[src/rtl/paddle_pkg.sv]
// Shared types and constants for the paddle frame tracker: raster defaults, mask codes,
// FSM states and the per-colour result record.
package paddle_pkg;

  localparam int H_ACTIVE_DEF   = 640;
  localparam int V_ACTIVE_DEF   = 480;
  localparam int MIN_PIXELS_DEF = 64;
  localparam int CNT_WIDTH_DEF  = 19;

  localparam logic [1:0] COL_NONE = 2'b00;
  localparam logic [1:0] COL_1    = 2'b01;
  localparam logic [1:0] COL_2    = 2'b10;
  localparam logic [1:0] COL_BOTH = 2'b11;

  typedef enum logic [1:0] {
    ST_IDLE,
    ST_SCAN,
    ST_PUBLISH
  } state_t;

  typedef struct packed {
    logic                     found;
    logic [CNT_WIDTH_DEF-1:0] cnt;
    logic [11:0]              x;
    logic [10:0]              y;
  } paddle_result_t;

  // Midpoints use one extra bit for the sum so edge-of-frame boxes cannot wrap.
  function automatic logic [11:0] mid_col(input logic [11:0] a, input logic [11:0] b);
    logic [12:0] s;
    s = {1'b0, a} + {1'b0, b};
    return s[12:1];
  endfunction

  function automatic logic [10:0] mid_row(input logic [10:0] a, input logic [10:0] b);
    logic [11:0] s;
    s = {1'b0, a} + {1'b0, b};
    return s[11:1];
  endfunction

endpackage

[src/rtl/paddle_frame_tracker_if.sv]
// Result-record handshake between the frame tracker (master) and the game/overlay logic.
interface paddle_frame_tracker_if;
  import paddle_pkg::*;

  logic                     res_valid;
  logic                     res_ready;
  logic [1:0]               res_found;
  logic [CNT_WIDTH_DEF-1:0] res_cnt1;
  logic [CNT_WIDTH_DEF-1:0] res_cnt2;
  logic [11:0]              res_x1;
  logic [11:0]              res_x2;
  logic [10:0]              res_y1;
  logic [10:0]              res_y2;

  modport master (
    output res_valid, res_found, res_cnt1, res_cnt2, res_x1, res_x2, res_y1, res_y2,
    input  res_ready
  );

  modport slave (
    input  res_valid, res_found, res_cnt1, res_cnt2, res_x1, res_x2, res_y1, res_y2,
    output res_ready
  );

endinterface

[src/rtl/paddle_bbox_accum.sv]
// Per-colour mask pixel counter and bounding-box tracker; cleared at each frame start.
module paddle_bbox_accum
  import paddle_pkg::*;
#(
  parameter int H_ACTIVE  = H_ACTIVE_DEF,
  parameter int V_ACTIVE  = V_ACTIVE_DEF,
  parameter int CNT_WIDTH = CNT_WIDTH_DEF
) (
  input  logic                 clk,
  input  logic                 rst,
  input  logic                 clear,
  input  logic                 en,
  input  logic [10:0]          row,
  input  logic [11:0]          col,
  output logic [CNT_WIDTH-1:0] cnt,
  output logic [11:0]          xmin,
  output logic [11:0]          xmax,
  output logic [10:0]          ymin,
  output logic [10:0]          ymax
);

  localparam logic [11:0] X_INIT = 12'(H_ACTIVE - 1);
  localparam logic [10:0] Y_INIT = 11'(V_ACTIVE - 1);

  // Minima start at the far edge so the first hit always replaces them.
  always_ff @(posedge clk) begin
    if (rst || clear) begin
      cnt  <= '0;
      xmin <= X_INIT;
      xmax <= '0;
      ymin <= Y_INIT;
      ymax <= '0;
    end else if (en) begin
      cnt <= cnt + CNT_WIDTH'(1);
      if (col < xmin) xmin <= col;
      if (col > xmax) xmax <= col;
      if (row < ymin) ymin <= row;
      if (row > ymax) ymax <= row;
    end
  end

endmodule

[src/rtl/paddle_frame_tracker.sv]
// Frame sequencer: raster position, per-frame mask gating, dual-colour accumulation and
// end-of-frame result publish. Optional ROI window enabled by defining PADDLE_ROI_EN.
module paddle_frame_tracker
  import paddle_pkg::*;
#(
  parameter int H_ACTIVE   = H_ACTIVE_DEF,
  parameter int V_ACTIVE   = V_ACTIVE_DEF,
  parameter int MIN_PIXELS = MIN_PIXELS_DEF,
  parameter int CNT_WIDTH  = CNT_WIDTH_DEF
) (
  input  logic        clk,
  input  logic        rst,
  input  logic        frame_start,
  input  logic        pix_valid,
  input  logic [1:0]  color_code,
  input  logic        code_valid,
`ifdef PADDLE_ROI_EN
  input  logic [11:0] roi_x0,
  input  logic [11:0] roi_x1,
  input  logic [10:0] roi_y0,
  input  logic [10:0] roi_y1,
`endif
  output logic [10:0] row,
  output logic [11:0] col,
  output logic        overrun,
  paddle_frame_tracker_if.master res
);

  localparam logic [10:0] ROW_LAST = 11'(V_ACTIVE - 1);
  localparam logic [11:0] COL_LAST = 12'(H_ACTIVE - 1);

  state_t         state_q, state_d;
  logic [10:0]    row_q;
  logic [11:0]    col_q;
  logic           overrun_q;
  logic           clear, scan_pix, last_pix, handshake, roi_hit, hit1, hit2;
  logic [CNT_WIDTH-1:0] cnt1, cnt2;
  logic [11:0]    xmin1, xmax1, xmin2, xmax2;
  logic [10:0]    ymin1, ymax1, ymin2, ymax2;
  paddle_result_t r1, r2;

  // A frame_start on a pixel cycle wins: that pixel belongs to no frame.
  assign scan_pix  = (state_q == ST_SCAN) && pix_valid && !frame_start;
  assign last_pix  = scan_pix && (row_q == ROW_LAST) && (col_q == COL_LAST);
  assign handshake = (state_q == ST_PUBLISH) && res.res_ready;

  always_comb begin
    state_d = state_q;
    clear   = 1'b0;
    case (state_q)
      ST_IDLE: begin
        if (frame_start) begin
          state_d = ST_SCAN;
          clear   = 1'b1;
        end
      end
      ST_SCAN: begin
        if (frame_start) begin
          clear = 1'b1;
        end else if (last_pix) begin
          state_d = ST_PUBLISH;
        end
      end
      ST_PUBLISH: begin
        if (handshake) begin
          if (frame_start) begin
            state_d = ST_SCAN;
            clear   = 1'b1;
          end else begin
            state_d = ST_IDLE;
          end
        end
      end
      default: state_d = ST_IDLE;
    endcase
  end

  always_ff @(posedge clk) begin
    if (rst) state_q <= ST_IDLE;
    else     state_q <= state_d;
  end

  // The last pixel wraps both counters, so row/col rest at 0 outside SCAN.
  always_ff @(posedge clk) begin
    if (rst || clear) begin
      row_q <= '0;
      col_q <= '0;
    end else if (scan_pix) begin
      if (col_q == COL_LAST) begin
        col_q <= '0;
        row_q <= (row_q == ROW_LAST) ? 11'd0 : row_q + 11'd1;
      end else begin
        col_q <= col_q + 12'd1;
      end
    end
  end

  always_ff @(posedge clk) begin
    if (rst) begin
      overrun_q <= 1'b0;
    end else if ((state_q == ST_PUBLISH) && frame_start && !res.res_ready) begin
      overrun_q <= 1'b1;
    end
  end

`ifdef PADDLE_ROI_EN
  logic [11:0] roi_x0_q, roi_x1_q;
  logic [10:0] roi_y0_q, roi_y1_q;

  always_ff @(posedge clk) begin
    if (rst) begin
      roi_x0_q <= '0;
      roi_x1_q <= '0;
      roi_y0_q <= '0;
      roi_y1_q <= '0;
    end else if (clear) begin
      roi_x0_q <= roi_x0;
      roi_x1_q <= roi_x1;
      roi_y0_q <= roi_y0;
      roi_y1_q <= roi_y1;
    end
  end

  assign roi_hit = (col_q >= roi_x0_q) && (col_q <= roi_x1_q) &&
                   (row_q >= roi_y0_q) && (row_q <= roi_y1_q);
`else
  assign roi_hit = 1'b1;
`endif

  assign hit1 = scan_pix && code_valid && roi_hit &&
                ((color_code == COL_1) || (color_code == COL_BOTH));
  assign hit2 = scan_pix && code_valid && roi_hit &&
                ((color_code == COL_2) || (color_code == COL_BOTH));

  paddle_bbox_accum #(
    .H_ACTIVE (H_ACTIVE),
    .V_ACTIVE (V_ACTIVE),
    .CNT_WIDTH(CNT_WIDTH)
  ) u_accum1 (
    .clk  (clk),
    .rst  (rst),
    .clear(clear),
    .en   (hit1),
    .row  (row_q),
    .col  (col_q),
    .cnt  (cnt1),
    .xmin (xmin1),
    .xmax (xmax1),
    .ymin (ymin1),
    .ymax (ymax1)
  );

  paddle_bbox_accum #(
    .H_ACTIVE (H_ACTIVE),
    .V_ACTIVE (V_ACTIVE),
    .CNT_WIDTH(CNT_WIDTH)
  ) u_accum2 (
    .clk  (clk),
    .rst  (rst),
    .clear(clear),
    .en   (hit2),
    .row  (row_q),
    .col  (col_q),
    .cnt  (cnt2),
    .xmin (xmin2),
    .xmax (xmax2),
    .ymin (ymin2),
    .ymax (ymax2)
  );

  // Accumulators are frozen in PUBLISH, so the record is stable until the handshake.
  always_comb begin
    r1       = '0;
    r1.cnt   = CNT_WIDTH_DEF'(cnt1);
    r1.found = (cnt1 >= CNT_WIDTH'(MIN_PIXELS));
    if (r1.found) begin
      r1.x = mid_col(xmin1, xmax1);
      r1.y = mid_row(ymin1, ymax1);
    end
    r2       = '0;
    r2.cnt   = CNT_WIDTH_DEF'(cnt2);
    r2.found = (cnt2 >= CNT_WIDTH'(MIN_PIXELS));
    if (r2.found) begin
      r2.x = mid_col(xmin2, xmax2);
      r2.y = mid_row(ymin2, ymax2);
    end
  end

  assign res.res_valid = (state_q == ST_PUBLISH);
  assign res.res_found = {r2.found, r1.found};
  assign res.res_cnt1  = r1.cnt;
  assign res.res_cnt2  = r2.cnt;
  assign res.res_x1    = r1.x;
  assign res.res_x2    = r2.x;
  assign res.res_y1    = r1.y;
  assign res.res_y2    = r2.y;

  assign row     = row_q;
  assign col     = col_q;
  assign overrun = overrun_q;

endmodule

[src/flat_wrapper.sv]
// flat-port wrapper written by rule: the top's interface ports become plain ports
module paddle_frame_tracker_flat import paddle_pkg::*;
#(
  parameter int H_ACTIVE   = H_ACTIVE_DEF,
  parameter int V_ACTIVE   = V_ACTIVE_DEF,
  parameter int MIN_PIXELS = MIN_PIXELS_DEF,
  parameter int CNT_WIDTH  = CNT_WIDTH_DEF
)
  (clk, rst, frame_start, pix_valid, color_code, code_valid, row, col, overrun, res_res_valid, res_res_found, res_res_cnt1, res_res_cnt2, res_res_x1, res_res_x2, res_res_y1, res_res_y2, res_res_ready);
  paddle_frame_tracker_if res_i ();
  input  logic clk;
  input  logic rst;
  input  logic frame_start;
  input  logic pix_valid;
  input  logic [1:0] color_code;
  input  logic code_valid;
  output logic [10:0] row;
  output logic [11:0] col;
  output logic overrun;
  output wire logic [$bits(res_i.res_valid)-1:0] res_res_valid;
  output wire logic [$bits(res_i.res_found)-1:0] res_res_found;
  output wire logic [$bits(res_i.res_cnt1)-1:0] res_res_cnt1;
  output wire logic [$bits(res_i.res_cnt2)-1:0] res_res_cnt2;
  output wire logic [$bits(res_i.res_x1)-1:0] res_res_x1;
  output wire logic [$bits(res_i.res_x2)-1:0] res_res_x2;
  output wire logic [$bits(res_i.res_y1)-1:0] res_res_y1;
  output wire logic [$bits(res_i.res_y2)-1:0] res_res_y2;
  input wire logic [$bits(res_i.res_ready)-1:0] res_res_ready;
  assign res_res_valid = res_i.res_valid;
  assign res_res_found = res_i.res_found;
  assign res_res_cnt1 = res_i.res_cnt1;
  assign res_res_cnt2 = res_i.res_cnt2;
  assign res_res_x1 = res_i.res_x1;
  assign res_res_x2 = res_i.res_x2;
  assign res_res_y1 = res_i.res_y1;
  assign res_res_y2 = res_i.res_y2;
  assign res_i.res_ready = res_res_ready;
  paddle_frame_tracker #(.H_ACTIVE(H_ACTIVE), .V_ACTIVE(V_ACTIVE), .MIN_PIXELS(MIN_PIXELS), .CNT_WIDTH(CNT_WIDTH)) u_core (.clk(clk), .rst(rst), .frame_start(frame_start), .pix_valid(pix_valid), .color_code(color_code), .code_valid(code_valid), .row(row), .col(col), .overrun(overrun), .res(res_i));
endmodule
[config.mk]
export PLATFORM = sky130hd
export DESIGN_NAME = paddle_frame_tracker_flat
export DESIGN_NICKNAME = d
export VERILOG_FILES = /design/src/rtl/paddle_pkg.sv /design/src/rtl/paddle_frame_tracker_if.sv /design/src/rtl/paddle_bbox_accum.sv /design/src/rtl/paddle_frame_tracker.sv /design/src/flat_wrapper.sv
export SDC_FILE = /design/constraint.sdc
export NUM_CORES = 1
export LEC_CHECK = 0
export CORE_UTILIZATION = 30
export CTS_CLUSTER_SIZE = 28
export DETAILED_ROUTE_END_ITERATION = 10
export DONT_BUFFER_PORTS = 1
export HOLD_SLACK_MARGIN = 0.02
export PLACE_DENSITY = 0.43
export SYNTH_ARGS = -nofsm -noshare
export SYNTH_HDL_FRONTEND = slang
export SYNTH_SLANG_ARGS = --single-unit
[constraint.sdc]
create_clock -name clk -period 4.2 [get_ports clk]
set_input_delay 0 -clock clk [delete_from_list [all_inputs] [get_ports clk]]
set_output_delay 0 -clock clk [all_outputs]
set_load 0.1 [all_outputs]
Word-level counts from Yosys, hierarchy flattened
Index checks and enable logic that the tools add are counted.
Operators by class
  add/subtract/negate cells: 8
  order comparisons: 10
  equal/unequal tests: 11
  multiplexer cells: 13
  reductions and logical operators: 27
Operators by type and width (count)
  two-way mux 23 bit: 2
  adder 19 x 1 -> 19 bit, second input constant: 2
  greater-or-equal comparator 19 x 7 -> 1 bit, second input constant: 2
  adder 12 x 12 -> 13 bit: 2
  adder 11 x 11 -> 12 bit: 2
  > comparator 12 bit: 2
  less-than comparator 12 bit: 2
  > comparator 11 bit: 2
  less-than comparator 11 bit: 2
  AND reduction 2 bit: 9
  adder 12 x 1 -> 12 bit, second input constant: 1
  equality test 12 x 10 -> 1 bit, second input constant: 1
  two-way mux 12 bit: 1
  adder 11 x 1 -> 11 bit, second input constant: 1
  equality test 11 x 9 -> 1 bit, second input constant: 1
  two-way mux 11 bit: 1
  logical AND 1 bit: 10
  two-way mux 2 bit: 4
  equality test 2 bit, second input constant: 3
  one-hot mux 2 bit (3 select lines): 1
  equality test 2 x 1 -> 1 bit, second input constant: 2
  inequality test 2 x 1 -> 1 bit, second input constant: 2
  inequality test 2 bit, second input constant: 2
  AND reduction 4 bit: 1
  other kinds (6): 11
Word-level totals
  register bits: 156
  bits of input ports: 8
  output and inout port bits: 111
  word-level logic and storage cells: 83

Logic depth before layout (Yosys ltp)
Gate-level depths: netlist of the first run.
  depth after elaboration: 8
  depth in mapped cells: 9
  depth with buffers taken out: 7

Hierarchy
From an unflattened synthesis of the first run, not the netlist that was laid out.
Unflattened totals
  cells, all modules: 1283
  area total of the unflattened synthesis: 10515.1 um2
By module, submodules not included
  paddle_bbox_accum (u_core.u_accum1): instances 1, cells each 410, area an instance 3533.4 um2, seq. area each 1301.2 um2
  paddle_bbox_accum (u_core.u_accum2): instances 1, cells each 410, area an instance 3532.1 um2, seq. area each 1301.2 um2
  paddle_frame_tracker: instances 1, cells each 463, area an instance 3449.6 um2, seq. area each 520.5 um2

Worst setup path after synthesis of the first run
Ideal clock, no wire load.
  path type: reg-to-output
  from: reg u_core.u_accum1.cnt[11]
  to: out res_res_y1[4]
  arrival time: 4.491 ns
  required time: 4.200 ns
  slack: -0.291 ns
  cell stages (with the launch flop): 5
  buffers on the path: 1
  cell sequence: dfxtp_1 > nor4_1 > and4_1 > clkbuf_1 > nor4_1
On the way
  longest elaborated chain between the ends: 2
RTL lines
  start: declaration: line paddle_bbox_accum.sv:15  | output logic [CNT_WIDTH-1:0] cnt,
  start signal: assignment: line paddle_bbox_accum.sv:34  | cnt <= cnt + CNT_WIDTH'(1);
  greater-or-equal comparator 19 x 7 -> 1 bit: line paddle_frame_tracker.sv:175  | r1.found = (cnt1 >= CNT_WIDTH'(MIN_PIXELS));
  two-way mux 23 bit: line paddle_frame_tracker.sv:176  | if (r1.found) begin
  end: declaration: line flat_wrapper.sv:26  | output wire logic [$bits(res_i.res_y1)-1:0] res_res_y1;
Every way passes these cells.

Worst setup path in the final report of the first run
  from: reg u_core.u_accum2.xmin[2]
  to: out res_res_x2[9]
On the way
  longest elaborated chain between the ends: 2
RTL lines
  start: declaration: line paddle_bbox_accum.sv:16  | output logic [11:0] xmin,
  start signal: assignment: line paddle_bbox_accum.sv:35  | if (col < xmin) xmin <= col;
  adder 12 x 12 -> 13 bit: line paddle_pkg.sv:31  | s = {1'b0, a} + {1'b0, b};
  two-way mux 23 bit: line paddle_frame_tracker.sv:183  | if (r2.found) begin
  end: declaration: line flat_wrapper.sv:25  | output wire logic [$bits(res_i.res_x2)-1:0] res_res_x2;
Every way passes these cells.

==> results of run 1 <==
==> final timing paths <==
check,slack (ns),start,to,cells past startpoint
max,1.13,u_core.u_accum2.xmin[2],res_res_x2[9],7
min,0.03,code_valid,u_core.u_accum2.cnt[2],4
max reg2reg,1.22,u_core.col[1],u_core.state_q[1],7
min reg2reg,0.48,u_core.u_accum2.ymax[9],u_core.u_accum2.ymax[9],2
==> area by class of cell <==
type / count / area share (%)
flip-flops and latches: 156 / 23.2
clock inverters: 14 / 1.00
multi-input cells: 1015 / 54.3
repair buffers: 125 / 10.8
inverters: 119 / 3.31
clock buffers: 17 / 3.15
well taps: 461 / 4.27
==> metal layers <==
layer	vias to the layer above	global-route usage, %	share of wire, %
li1	4939	-	-
met1	4522	26.3	51
met2	176	28.1	44
met3	19	3.33	4.5
met4	0	3.51	0.76
met5	-	0	0
==> power by group through the flow <==
stage / registers [W] / clock network (W) / logic (W)
2_1_floorplan: 0.00152 / 0 / 0.0000486
3_3_place_gp: 0.00152 / 0 / 0.0000718
3_5_place_dp: 0.00152 / 0 / 0.0000722
4_1_cts: 0.00149 / 0.00156 / 0.0000795
5_1_grt: 0.00149 / 0.00162 / 0.0000861
6_report: 0.00149 / 0.00152 / 0.0000778
==> state kept, by name (all words and copies together), names as in the netlist <==
name and cells:
u_core.col 12, u_core.overrun 1, u_core.row 11, u_core.state_q 2, u_core.u_accum1.cnt 19, u_core.u_accum1.xmax 12
u_core.u_accum1.xmin 12, u_core.u_accum1.ymax 11, u_core.u_accum1.ymin 11, u_core.u_accum2.cnt 19, u_core.u_accum2.xmax 12, u_core.u_accum2.xmin 12
u_core.u_accum2.ymax 11, u_core.u_accum2.ymin 11
==> logic make-up (layout without fill, tap and decap cells) <==
kind of cell,after synthesis,count (layout)
flip-flops,156,156
AND/OR/NAND/NOR,498,498
XOR/XNOR,57,57
multiplexers,75,75
buffers and inverters,171,275
AO/OA/AOI/OAI,245,245
adder cells (fa/ha/maj),140,140
==> stage by stage <==
| step | hold WS (ns) | setup WS, ns |
|---|---|---|
| after detailed placement | 0.0761 | 1.40 |
| after CTS | 0.0342 | 1.11 |
| after global routing | 0.0492 | 1.01 |
| after global placement | 0.0732 | 1.42 |
| after floorplan | 0.0691 | 0.0216 |
| final | 0.0334 | 1.13 |
==> synth_stat cells (10+ instances only) <==
library cell and instances:
nand3_1 58, nor3_1 53, nor2_1 145, a211oi_1 12
mux2i_1 75, and3_1 20, xor2_1 14, nand4_1 35
o21ai_0 56, a31oi_1 10, xnor2_1 43, nor2b_1 10
nand2_1 108, o21a_1 23, clkbuf_1 37, ha_1 136
a21o_1 22, dfxtp_1 156, nand2b_1 10, inv_1 118
a21oi_1 75, nor4_1 12
==> critical path, stage by stage (launching register included) <==
cell and delay (ns):
dfxtp_1 0.42, ha_1 0.30, nor2b_1 0.18, o2111ai_1 0.39
a31oi_1 0.23, o41ai_1 0.56, mux2i_2 0.34, buf_12 0.21
==> results.txt, run 1 <==
- Internal portion of total power: 0.00233 W
- Total die area: 37000 sq um
- Number of H-tree levels: 4
- Once placement completed, the tool counted placed cells totaling 1867.
- The synthesized design contains 0 enable-type register cells.
- FP Rows: 69
* # resized after CTS: 0
- Count of antenna-violating nets left after detailed routing: 0
- Measured on the finished design, the core utilization comes to 37.9%.
- Data on the critical path arrives at its endpoint at 3.07 ns.
* Sum of routed wire length over all layers: 32900 um
- Cells after Synth: 1342
* Design area: 13500 sq um
- Core Region: 35600 sq um
* Antenna diode instance count: 0
* Post-route total power: 0.00308 W
- In this run the power density over the cells is 228 nW/um^2.
- Non-filler cells, final: 1907
- Post-synth top area share: 28.8%
- Setup repair after global routing left no endpoint under its margin.
- Setup total negative slack on the finished layout was measured at 0 ns.
- Area of the mapped netlist: 10900 sq um
- In this run switching power makes up 24.4% of total power.
- Routability-driven placement congestion ratio: 0.821
- Summing all placed instances gives a cell area of 12800 sq um.
- Filler Cells Inserted: 3731
* Post-route minimum period: 3.07 ns
* Peak clock frequency supported by timing: 326 MHz
- Max-slew violation total from the final report: 0
- Outcome: completed
- Flip-flop and latch count after synthesis: 156
- Adder and majority gate portion of the synthesized area: 16.4%
- The root buffer cell chosen for the clock tree is clkbuf_16.
- Cell types occupying the most area after synthesis: dfxtp_1 (29%), ha_1 (16%), mux2i_1 (6.9%)
- For this design the total switching power over the nets is 0.000751 W.
* Number of buffers inserted for hold repair after clock tree synthesis: 9
* Worst relative slew slack: 21.1%
- Setup violations remaining at the end of the flow were counted as 0.
* DR vias: 9656
* Top FF cell, synth: dfxtp_1
- After detailed routing, the average wire length per cell comes to 17.3 um.
* Leading cell types in the layout, fill and taps excluded: dfxtp_1 (154), ha_1 (136), nor2_1 (132)
* Share of layout cells above drive strength 1: 14.9%
* Number of CTS-inserted buffers: 17
- The first global-routing pass estimated 52500 um of wire.
- Of all nets on the critical path, the largest fanout is 4.
- From synthesis to final layout, the design area changed by 24.3%.
* Area taken by flip-flops and latches: 3130 sq um
* Number of buffers between clock root and the deepest sink: 2
- Nets: 1582
- Simple-gate share of the synthesized area: 22.8%
- The synthesized netlist devotes 4.60% of its cell area to XOR and XNOR gates.
- Vias in the first global route: 9323
* CP Launch Type: register
- Slew @ Worst Pin: 1.18 ns
* Most frequent standard cell in the layout excluding fill and tap cells: dfxtp_1
* Leakage: 5.65 nW
- The worst setup path is of the register to output pin kind.
- Each instance of the synthesized netlist takes up on average 8.09 sq um.
* Number of hold violations in the final report: 0
* GRT Total Usage: 18.2%
- Count of buffers inserted at the top-level ports: 0
* Clock skew: 0.0159 ns
* Proportion of power drawn by flip-flops and latches: 48.3%
- In the final layout, the multi-input gates occupy 7330 sq um.
* Height of the die: 192 um
- Clock-pin slew was measured on the worst setup and hold paths at 0.08 ns.
- Top cell type by total area after synthesis: dfxtp_1
- Postcts setup bufs: 0
- For this run the aggregate overflow at the end of global routing stands at 0.
- Pin placement for this block handled 119 I/O pins.
- Hold Crit Class: input pin to register
- Initial Util: 30.5%
* Synthesized Nets: 1490
* Combinational group share of total power: 2.5%
- For the worst setup path, the data required time is 4.20 ns.
* Initial drt markers: 521
* Multiplexer share of the synthesized area: 6.91%
- Async set or reset register ratio after synthesis: 0%
- Complex-gate fraction of the synthesized area: 14.3%
* X dimension of the die: 192 um
* Sequential-to-total area share from yosys stat: 28.8%
- Counting every sink on the clock net gives 156.
- Number of unique standard cell types used by synthesis: 68
- Once detailed placement completed, the half-perimeter wirelength came to 25200 um.
- Worst ir drop on vdd: 0.000258 V
- After detailed routing, the number of remaining DRC violations is 0.
* TritonRoute pass-1 iters: 5
- Entering global routing, the biggest net connects 84 pins.
* Number of max-cap violations: 0
- Routed via count divided by cell count: 5.06
* Power share of the clock group: 49.2%
* Worst-Skew Late Latency: 0.43 ns
- Largest family of logic cells by synthesized area: simple AND/OR/NAND/NOR gates
* Final period utilization: 73.1%
- The initial antenna violation count came to 0.
* Yosys warning total: 0
* Endpoint class of the critical path: output pin
- Clock tree from TritonCTS: built
Note: power is estimated with default switching activity, not from simulation.
==> run 2, diff against run 1 <==
ABC_AREA = 1   (was unset)
PLACE_DENSITY = 0.44   (was 0.43)
clock period = 2.65 ns   (was 4.2 ns; I/O delays follow)
==> run 2 against run 1 <==
  * Non-clock buffer count rose by 27
  * Clock skew fell by 0.0064 ns
  * Wire length rose by 11%
  * Sequential cell count did not move
  * First-iteration DRC count rose by 5.6%
  * Register-to-register slack got worse by 0.89 ns
  * Critical path depth did not move
  * Critical endpoint is now res_res_y1[7]
  * Design area rose by 9.0%
  * Clock power rose by 76%
  * Synthesized cell count rose by 38%
  * Hold slack improved by 0.28 ns
  * Clock-buffer cell count rose by 3
==> results.txt, run 2 <==
- The number of cells on the worst hold path was 2 (was 4).
- The routability-driven placement congestion ratio is 0.842 (was 0.821).
- Filler Cells Inserted: 4253 (was 3731)
- The pre-CTS setup slack is 0.334 ns (was 1.40 ns).
- The number of global-route vias before repair was 11900 (was 9323).
- The average detailed-routed wire length per instance was 14.7 um (was 17.3 um).
- The largest clock skew in the final design is 0.00951 ns (was 0.0159 ns).
* Top cell type by total area after synthesis: dfxtp_1 (unchanged)
* Share of layout cells above drive strength 1: 13.1% (was 14.9%)
- The number of DRC violations after detailed-routing iteration 0 came to 550 (was 521).
* X dimension of the die: 201 um (was 192 um)
* Number of cells traversed by the worst register-to-register path: 9 (was 7)
- The static leakage power is 6.99 nW (was 5.65 nW).
- The most repeated cell in the gate-level netlist after synthesis is nand2_1 (was dfxtp_1).
* Cells after Synth: 1850 (was 1342)
* Number of unique standard cell types used by synthesis: 42 (was 68)
- Most frequent standard cell in the layout excluding fill and tap cells: nand2_1 (was dfxtp_1)
- Nets: 2122 (was 1582)
- Worst relative slew slack: 44.3% (was 21.1%)
- The max-slew violation total from the final report was 0 (unchanged).
* Async set or reset register ratio after synthesis: 0% (unchanged)
* Count of antenna-violating nets left after detailed routing: 0 (unchanged)
* CP Launch Type: register (unchanged)
- EDFF count, synth: 0 (unchanged)
- The number of endpoints with negative hold slack in the final report was 0 (unchanged).
- Of the available clock period, the critical path in the final layout requires 92.2%.
- Largest registers: u_core.u_accum1.cnt x19, u_core.u_accum2.cnt x19 (unchanged)
* TritonRoute pass-1 iters: 5 (unchanged)
- Number of cells after detailed placement: 2465 (was 1867)
- Height of the die: 201 um (was 192 um)
- Clock tree from TritonCTS: built (unchanged)
* Synthesized Nets: 1998 (was 1490)
- Cell types occupying the most area after synthesis: dfxtp_1 (26%), nand2_1 (15%), ha_1 (14%) (was dfxtp_1 (29%), ha_1 (16%), mux2i_1 (6.9%)).
* Antenna diode instance count: 0 (unchanged)
- Count of buffers inserted at the top-level ports: 0 (unchanged)
- The setup-violating endpoint count in the final report was 0 (unchanged).
- The clock period could shrink to 2.44 ns.
- Area of the multi-input gates: 7810 sq um (was 7330 sq um)
* Flip-flop and latch count after synthesis: 156 (unchanged)
* Sum of routed wire length over all layers: 36700 um (was 32900 um)
- Top FF cell, synth: dfxtp_1 (unchanged)
- The worst endpoint required time is 2.65 ns (was 4.20 ns).
- Outcome: completed (unchanged).
- The reg-to-reg setup timing slack was 0.33 ns (was 1.22 ns).
- Post-synthesis average cell area: 6.41 sq um (was 8.09 sq um)
- Total die area: 40300 sq um (was 37000 sq um)
- Peak clock frequency supported by timing: 409 MHz
- Yosys warning total: 0 (unchanged)
- RSZ-0062 raised after global routing: no (unchanged)
- The sequential cell area in the final layout came to 3140 sq um (was 3130 sq um).
- The root buffer selected by CTS is clkbuf_16 (unchanged).
- The area share of the leading cell type in the synthesized netlist was 26.4% (was 28.8%).
* Remaining global-route overflow: 0 (unchanged)
- Initial Util: 30.5% (about the same)
- The worst min-delay path endpoint was u_core.state_q[0] (was u_core.u_accum2.cnt[2]).
- Leading cell types in the layout, fill and taps excluded: nand2_1 (488), nor2_1 (238), inv_1 (222) (was dfxtp_1 (154), ha_1 (136), nor2_1 (132)).
- The data arrival time at the worst-slack endpoint was 2.44 ns (was 3.07 ns).
- Setup total negative slack: 0 ns (unchanged)
* Leading cell types by count after synthesis: nand2_1 (489), nor2_1 (265), inv_1 (223), a21oi_1 (163), nand3_1 (161) (was dfxtp_1 (156), nor2_1 (145), ha_1 (136), inv_1 (118), nand2_1 (108))
* Area of the mapped netlist: 11900 sq um (was 10900 sq um)
- DRC errors left: 0 (unchanged)
- Postcts setup bufs: 0 (unchanged)
- The total half-perimeter wirelength after legalization and detailed placement is 29200 um (was 25200 um).
- The power per cell area is 353 nW/um^2 (was 228 nW/um^2).
- The per-cell via count in the routed design was 4.74 (was 5.06).
- First-pass GRT wire length: 61100 um (was 52500 um)
- Post-CTS clock slew at the launch and capture registers of the worst setup and hold paths: 0.07 ns (was 0.08 ns)
* Area growth syn-to-layout: 24.2% (was 24.3%)
- DR vias: 11900 (was 9656)
- Worst setup slack after layout: 0.205 ns (was 1.13 ns)
- Worst ir drop on vdd: 0.000414 V (was 0.000258 V)
* Slew @ Worst Pin: 0.832 ns (was 1.18 ns)
- The reg-to-reg critical path endpoint is u_core.u_accum2.ymin[6] (was u_core.state_q[1]).
- The maximum fanout along the worst path was 3 (was 4).
- Core Region: 38800 sq um (was 35600 sq um)
- Top-level I/O count: 119 (unchanged)
- Worst hold slack after final layout: 0.311 ns (was 0.0334 ns)
- Number of max-cap violations: 0 (unchanged)
- Sequential-to-total area share from yosys stat: 26.4% (was 28.8%)
* Launch point of the worst hold path: rst (was code_valid)
- The worst hold-check path type is input pin to register (unchanged).
* Reg-to-Reg Start: u_core.row[8] (was u_core.col[1])
- Number of buffers between clock root and the deepest sink: 2 (unchanged)
* Worst-Skew Late Latency: 0.44 ns (was 0.43 ns)
* Number of H-tree levels: 4 (unchanged)
* Maximum number of pins on one net before global-route repair: 47 (was 84)
* Non-filler cells, final: 2505 (was 1907)
* GRT Total Usage: 18.8% (was 18.2%)
* Total clock sinks: 156 (unchanged)
- The number of clock buffers inserted by TritonCTS came to 17 (unchanged).
- The kind of end point of the critical path is an output pin (unchanged).
- The number of core rows is 72 (was 69).
- Critical path class: register to output pin (unchanged)
- Number of antenna violations at the first check in global routing: 0 (unchanged)
## run 2: critical path, stage by stage, from the launching register on
cell	delay (ns)
dfxtp_1	0.40
inv_1	0.13
fa_1	0.42
o31ai_1	0.42
nand2_1	0.14
a21oi_1	0.25
nor2_4	0.07
buf_12	0.17
## run 2: cell families after synthesis
logic type,Yosys count,share of synthesized area [%]
flops,156,26.4
buf+inv,274,9.52
fa+ha+maj,140,15.0
xor+xnor,23,1.70
simple gates,995,35.3
compound gates,262,12.1
## run 2: cell type report
| class | instances | share of cell area, % |
|---|---|---|
| clock buffers | 20 | 3.17 |
| clock inverters | 12 | 1.08 |
| inverters | 227 | 5.79 |
| multi-input cells | 1420 | 53.1 |
| flip-flops and latches | 156 | 21.3 |
| well taps | 518 | 4.40 |
| repair buffers | 152 | 11.1 |
## run 2: power breakdown
part	internal, W	switching (W)
logic	0.0000467	0.000113
clock network	0.00157	0.00111
registers	0.00235	0.00000611
## run 2: worst max path at each step
stage,startpoint,end,slack [ns],cells past startpoint
2_1_floorplan,u_core.u_accum2.cnt[12],res_res_x2[10],-0.22,5
3_3_place_gp,u_core.col[1],u_core.u_accum2.xmax[10],0.37,9
3_5_place_dp,u_core.col[1],u_core.u_accum2.xmax[7],0.33,9
4_1_cts,u_core.u_accum1.ymax[2],res_res_y1[6],0.05,8
5_1_grt,u_core.u_accum1.xmax[0],res_res_x1[7],0.04,10
6_report,u_core.u_accum1.ymax[1],res_res_y1[7],0.21,7
## run 2: metrics by stage
| stage | util (%) | instance area, sq um | power, W |
|---|---|---|---|
| after global placement | 36.1 | 14000 | 0.00256 |
| after detailed placement | 36.1 | 14000 | 0.00256 |
| after floorplan | - | 12100 | 0.00251 |
| final | 37.9 | 14700 | 0.00519 |
| after CTS | 37.9 | 14700 | 0.00528 |
| after global routing | 37.9 | 14700 | 0.00538 |
## run 2: repair_timing
action / 4_1_cts / 5_1_grt
hold buffers: 8 / 0
resized for setup: 0 / 6
setup endpoints to repair: 0 / 9
endpoints found under the hold margin: 109 / 0
## run 2: routing by layer
metal	wire (um)	track usage [%]	up-vias
met5	0	0	-
met4	559	5.29	0
met3	1450	3.47	41
met2	17200	31.9	183
met1	17500	24.1	5388
li1	-	-	6266
==> run 3, diff against run 2 <==
PLACE_DENSITY = 0.55   (was 0.44)
TNS_END_PERCENT = 30   (was unset)
==> run 3 against run 2 <==
  * Final cell count shrank 0.12%
  * Non-clock buffer count shrank 3
  * Utilization shrank 0.055 points
  * Power shrank 1.3%
  * Hold slack lost 0.27 ns
  * Die area is the same
  * Clock power shrank 2%
  * Largest cell class unchanged
==> results.txt, run 3 (same netlist as run 2, synthesis figures left out) <==
* Outcome: completed (unchanged)
- RSZ-0062 raised after global routing: yes (was no)
* Count of buffers inserted at the top-level ports: 0 (unchanged)
- The number of DRC violations after detailed-routing iteration 0 is 700 (was 550).
- Number of max-cap violations: 0 (unchanged)
* DR vias: 12100 (was 11900)
* Number of antenna violations at the first check in global routing: 0 (unchanged)
- The clock tree from TritonCTS is built (unchanged).
- The worst endpoint required time was 2.65 ns (about the same).
* Post-CTS clock slew at the launch and capture registers of the worst setup and hold paths: 0.07 ns (about the same)
- Total clock sinks: 156 (unchanged)
* Area of the multi-input gates: 7810 sq um (unchanged)
- Share of layout cells above drive strength 1: 12.9% (was 13.1%)
- The number of global-route vias before repair came to 11600 (was 11900).
* Cell area reported after detailed placement: 14000 sq um (about the same)
- Area growth syn-to-layout: 24.0% (was 24.2%)
* First-pass GRT wire length: 58400 um (was 61100 um)
- The area of the die was 40300 sq um (unchanged).
- Worst setup slack before clock tree synthesis: 0.413 ns (was 0.334 ns)
- Hold path cells: 3 (was 2)
- The number of inserted diodes is 0 (unchanged).
- The number of levels in the clock H-tree came to 4 (unchanged).
- Routability-driven placement congestion ratio: 0.886 (was 0.842)
* Height of the die: 201 um (unchanged)
* Count of buffer and inverter cells on the critical path: 2 (unchanged)
* Power Dens Cells: 348 nW/um^2 (was 353 nW/um^2)
- The maximum vdd drop came to 0.000373 V (was 0.000414 V).
* Highest-delay cell along the critical path: dfxtp_2 (was fa_1)
- Final period utilization: 95.0% (was 92.2%)
- Initial Util: 30.5% (unchanged)
- Top-level I/O count: 119 (unchanged)
- Number of hold violations in the final report: 0 (unchanged)
- Core Region: 38800 sq um (unchanged)
* Slew @ Worst Pin: 0.789 ns (was 0.832 ns)
* Post-DR wirelength/cell: 14.0 um (was 14.7 um)
* X dimension of the die: 201 um (unchanged)
- Root cell of the clock tree: clkbuf_16 (unchanged)
- Post-route minimum period: 2.52 ns (was 2.44 ns)
- Most frequent standard cell in the layout excluding fill and tap cells: nand2_1 (unchanged)
- The remaining global-route overflow is 0 (unchanged).
* Count of antenna-violating nets left after detailed routing: 0 (unchanged)
- Register-to-register setup slack: 0.41 ns (was 0.33 ns)
- The number of core rows was 72 (unchanged).
- Arrival time worst endpoint: 2.52 ns (was 2.44 ns)
- The maximum fanout along the worst path came to 10 (was 3).
- Leakage: 6.98 nW (was 6.99 nW)
- The final total power was 0.00512 W (was 0.00519 W).
- The kind of end point of the critical path is an output pin (unchanged).
- The per-cell via count in the routed design is 4.85 (was 4.74).
- The number of buffers on the longest clock path was 2 (unchanged).
- Cell-by-cell trace of the critical path: nor4_1 -> nand3_2 -> inv_1 -> nor2_2 -> buf_12 (was inv_1 -> fa_1 -> o31ai_1 -> nand2_1 -> a21oi_1 -> nor2_4 -> buf_12)
- The cell area after layout came to 14700 sq um (about the same).
- Delay contributed by the slowest stage of the critical path: 0.52 ns (was 0.42 ns)
- Final setup violation count: 0 (unchanged)
- The overall routed net length was 35100 um (was 36700 um).
* Peak clock frequency supported by timing: 397 MHz (was 409 MHz)
- The max-slew headroom at the worst pin came to 47.2% (was 44.3%).
- The number of fill cells came to 4064 (was 4253).
* Worst-Skew Late Latency: 0.44 ns (about the same)
* Largest delay share family, worst path: simple AND/OR/NAND/NOR gates (was compound AO/OA/AOI/OAI gates)
* Maximum number of pins on one net before global-route repair: 64 (was 47)
- Leading cell types in the layout, fill and taps excluded: nand2_1 (488), nor2_1 (238), inv_1 (223) (was nand2_1 (488), nor2_1 (238), inv_1 (222)).
- Hold Crit Class: input pin to register (unchanged)
- GRT Total Usage: 17.7% (was 18.8%)
* DRC errors left: 0 (unchanged)
- Nets: 2119 (was 2122)
- TritonRoute pass-1 iters: 5 (unchanged)
- Largest registers: u_core.u_accum1.cnt x19, u_core.u_accum2.cnt x19 (unchanged).
* Stages on worst setup path: 5 (was 7)
- The final worst-path setup slack came to 0.133 ns (was 0.205 ns).
* End-of-flow core utilization: 37.8% (was 37.9%)
- The max-slew violation total from the final report came to 0 (unchanged).
- The critical path class is register to output pin (unchanged).
* Worst hold slack after final layout: 0.0379 ns (was 0.311 ns)
- The largest clock skew in the final design came to 0.0141 ns (was 0.00951 ns).
- Detailed placer's ending HPWL: 27900 um (was 29200 um)
* CP Launch Type: register (unchanged)
* Number of cells traversed by the worst register-to-register path: 8 (was 9)
- Number of CTS-inserted buffers: 17 (unchanged)
* Area taken by flip-flops and latches: 3140 sq um (about the same)
==> run 3: cell types whose count changed in the layout (fill, tap and decap cells not counted), moves of 2 or more <==
cell	change
dfxtp_1	+2
inv_8	+5
clkinv_2	-2
buf_4	-3
clkinv_8	+5
bufinv_16	-2
clkinvlp_4	-2
clkbuf_8	-3
dfxtp_2	-2
==> run 3: worst reg2reg max path, delay by kind of cell, from the launching register on <==
kind	cells	cell delay, ns
and+or+nand+nor	5	0.83
DFF	1	0.48
buffers and inverters	1	0.39
adders and majority gates	1	0.30
AOI/OAI and AO/OA	1	0.11
==> run 3: worst paths after layout <==
path / start / to
worst max register to register: u_core.row[5] / u_core.u_accum2.ymin[8]
worst min register to register: u_core.u_accum1.cnt[10] / u_core.u_accum1.cnt[10]
worst min-delay path: color_code[1] / u_core.u_accum2.cnt[17]
worst max-delay path: u_core.u_accum2.cnt[15] / res_res_x2[5]
==> run 3: metal layers <==
metal  track usage [%]  share of wire [%]  vias to the layer above
met5                 0                  0                        -
met4              5.23                1.9                        0
met3              3.80                6.2                       49
met2              28.4                 44                      300
met1              23.6                 48                     5533
li1                  -                  -                     6244
==> run 3: layout make-up <==
| type | count | share of cell area [%] |
|---|---|---|
| Clock buffer | 17 | 2.90 |
| Clock inverter | 15 | 1.38 |
| Inverter | 227 | 5.80 |
| Multi-Input combinational cell | 1420 | 53.2 |
| Sequential cell | 156 | 21.4 |
| Tap cell | 518 | 4.41 |
| Timing Repair Buffer | 149 | 11.0 |
==> run 3: timing repair <==
| action | 4_1_cts | 5_1_grt |
|---|---|---|
| gates resized for setup | 0 | 5 |
| setup buffers | 0 | 0 |
| hold buffers | 7 | 0 |
| endpoints found under the hold margin | 132 | 0 |
| setup endpoints to repair | 0 | 7 |
==> run 3: where the power goes <==
| part | leakage [nW] | internal [W] | switching [W] | total [W] |
|---|---|---|---|---|
| sequential | 1.26 | 0.00235 | 0.00000616 | 0.00235 |
| clock | 0.306 | 0.00137 | 0.00124 | 0.00261 |
| combinational | 5.41 | 0.0000452 | 0.000110 | 0.000155 |
==> run 3: through the flow <==
step	std cells	TNS [ns]
final	2502	0
after global routing	2502	-0.00238
after CTS	2502	0
after detailed placement	2463	0
after global placement	2463	0
after floorplan	1850	-6.78
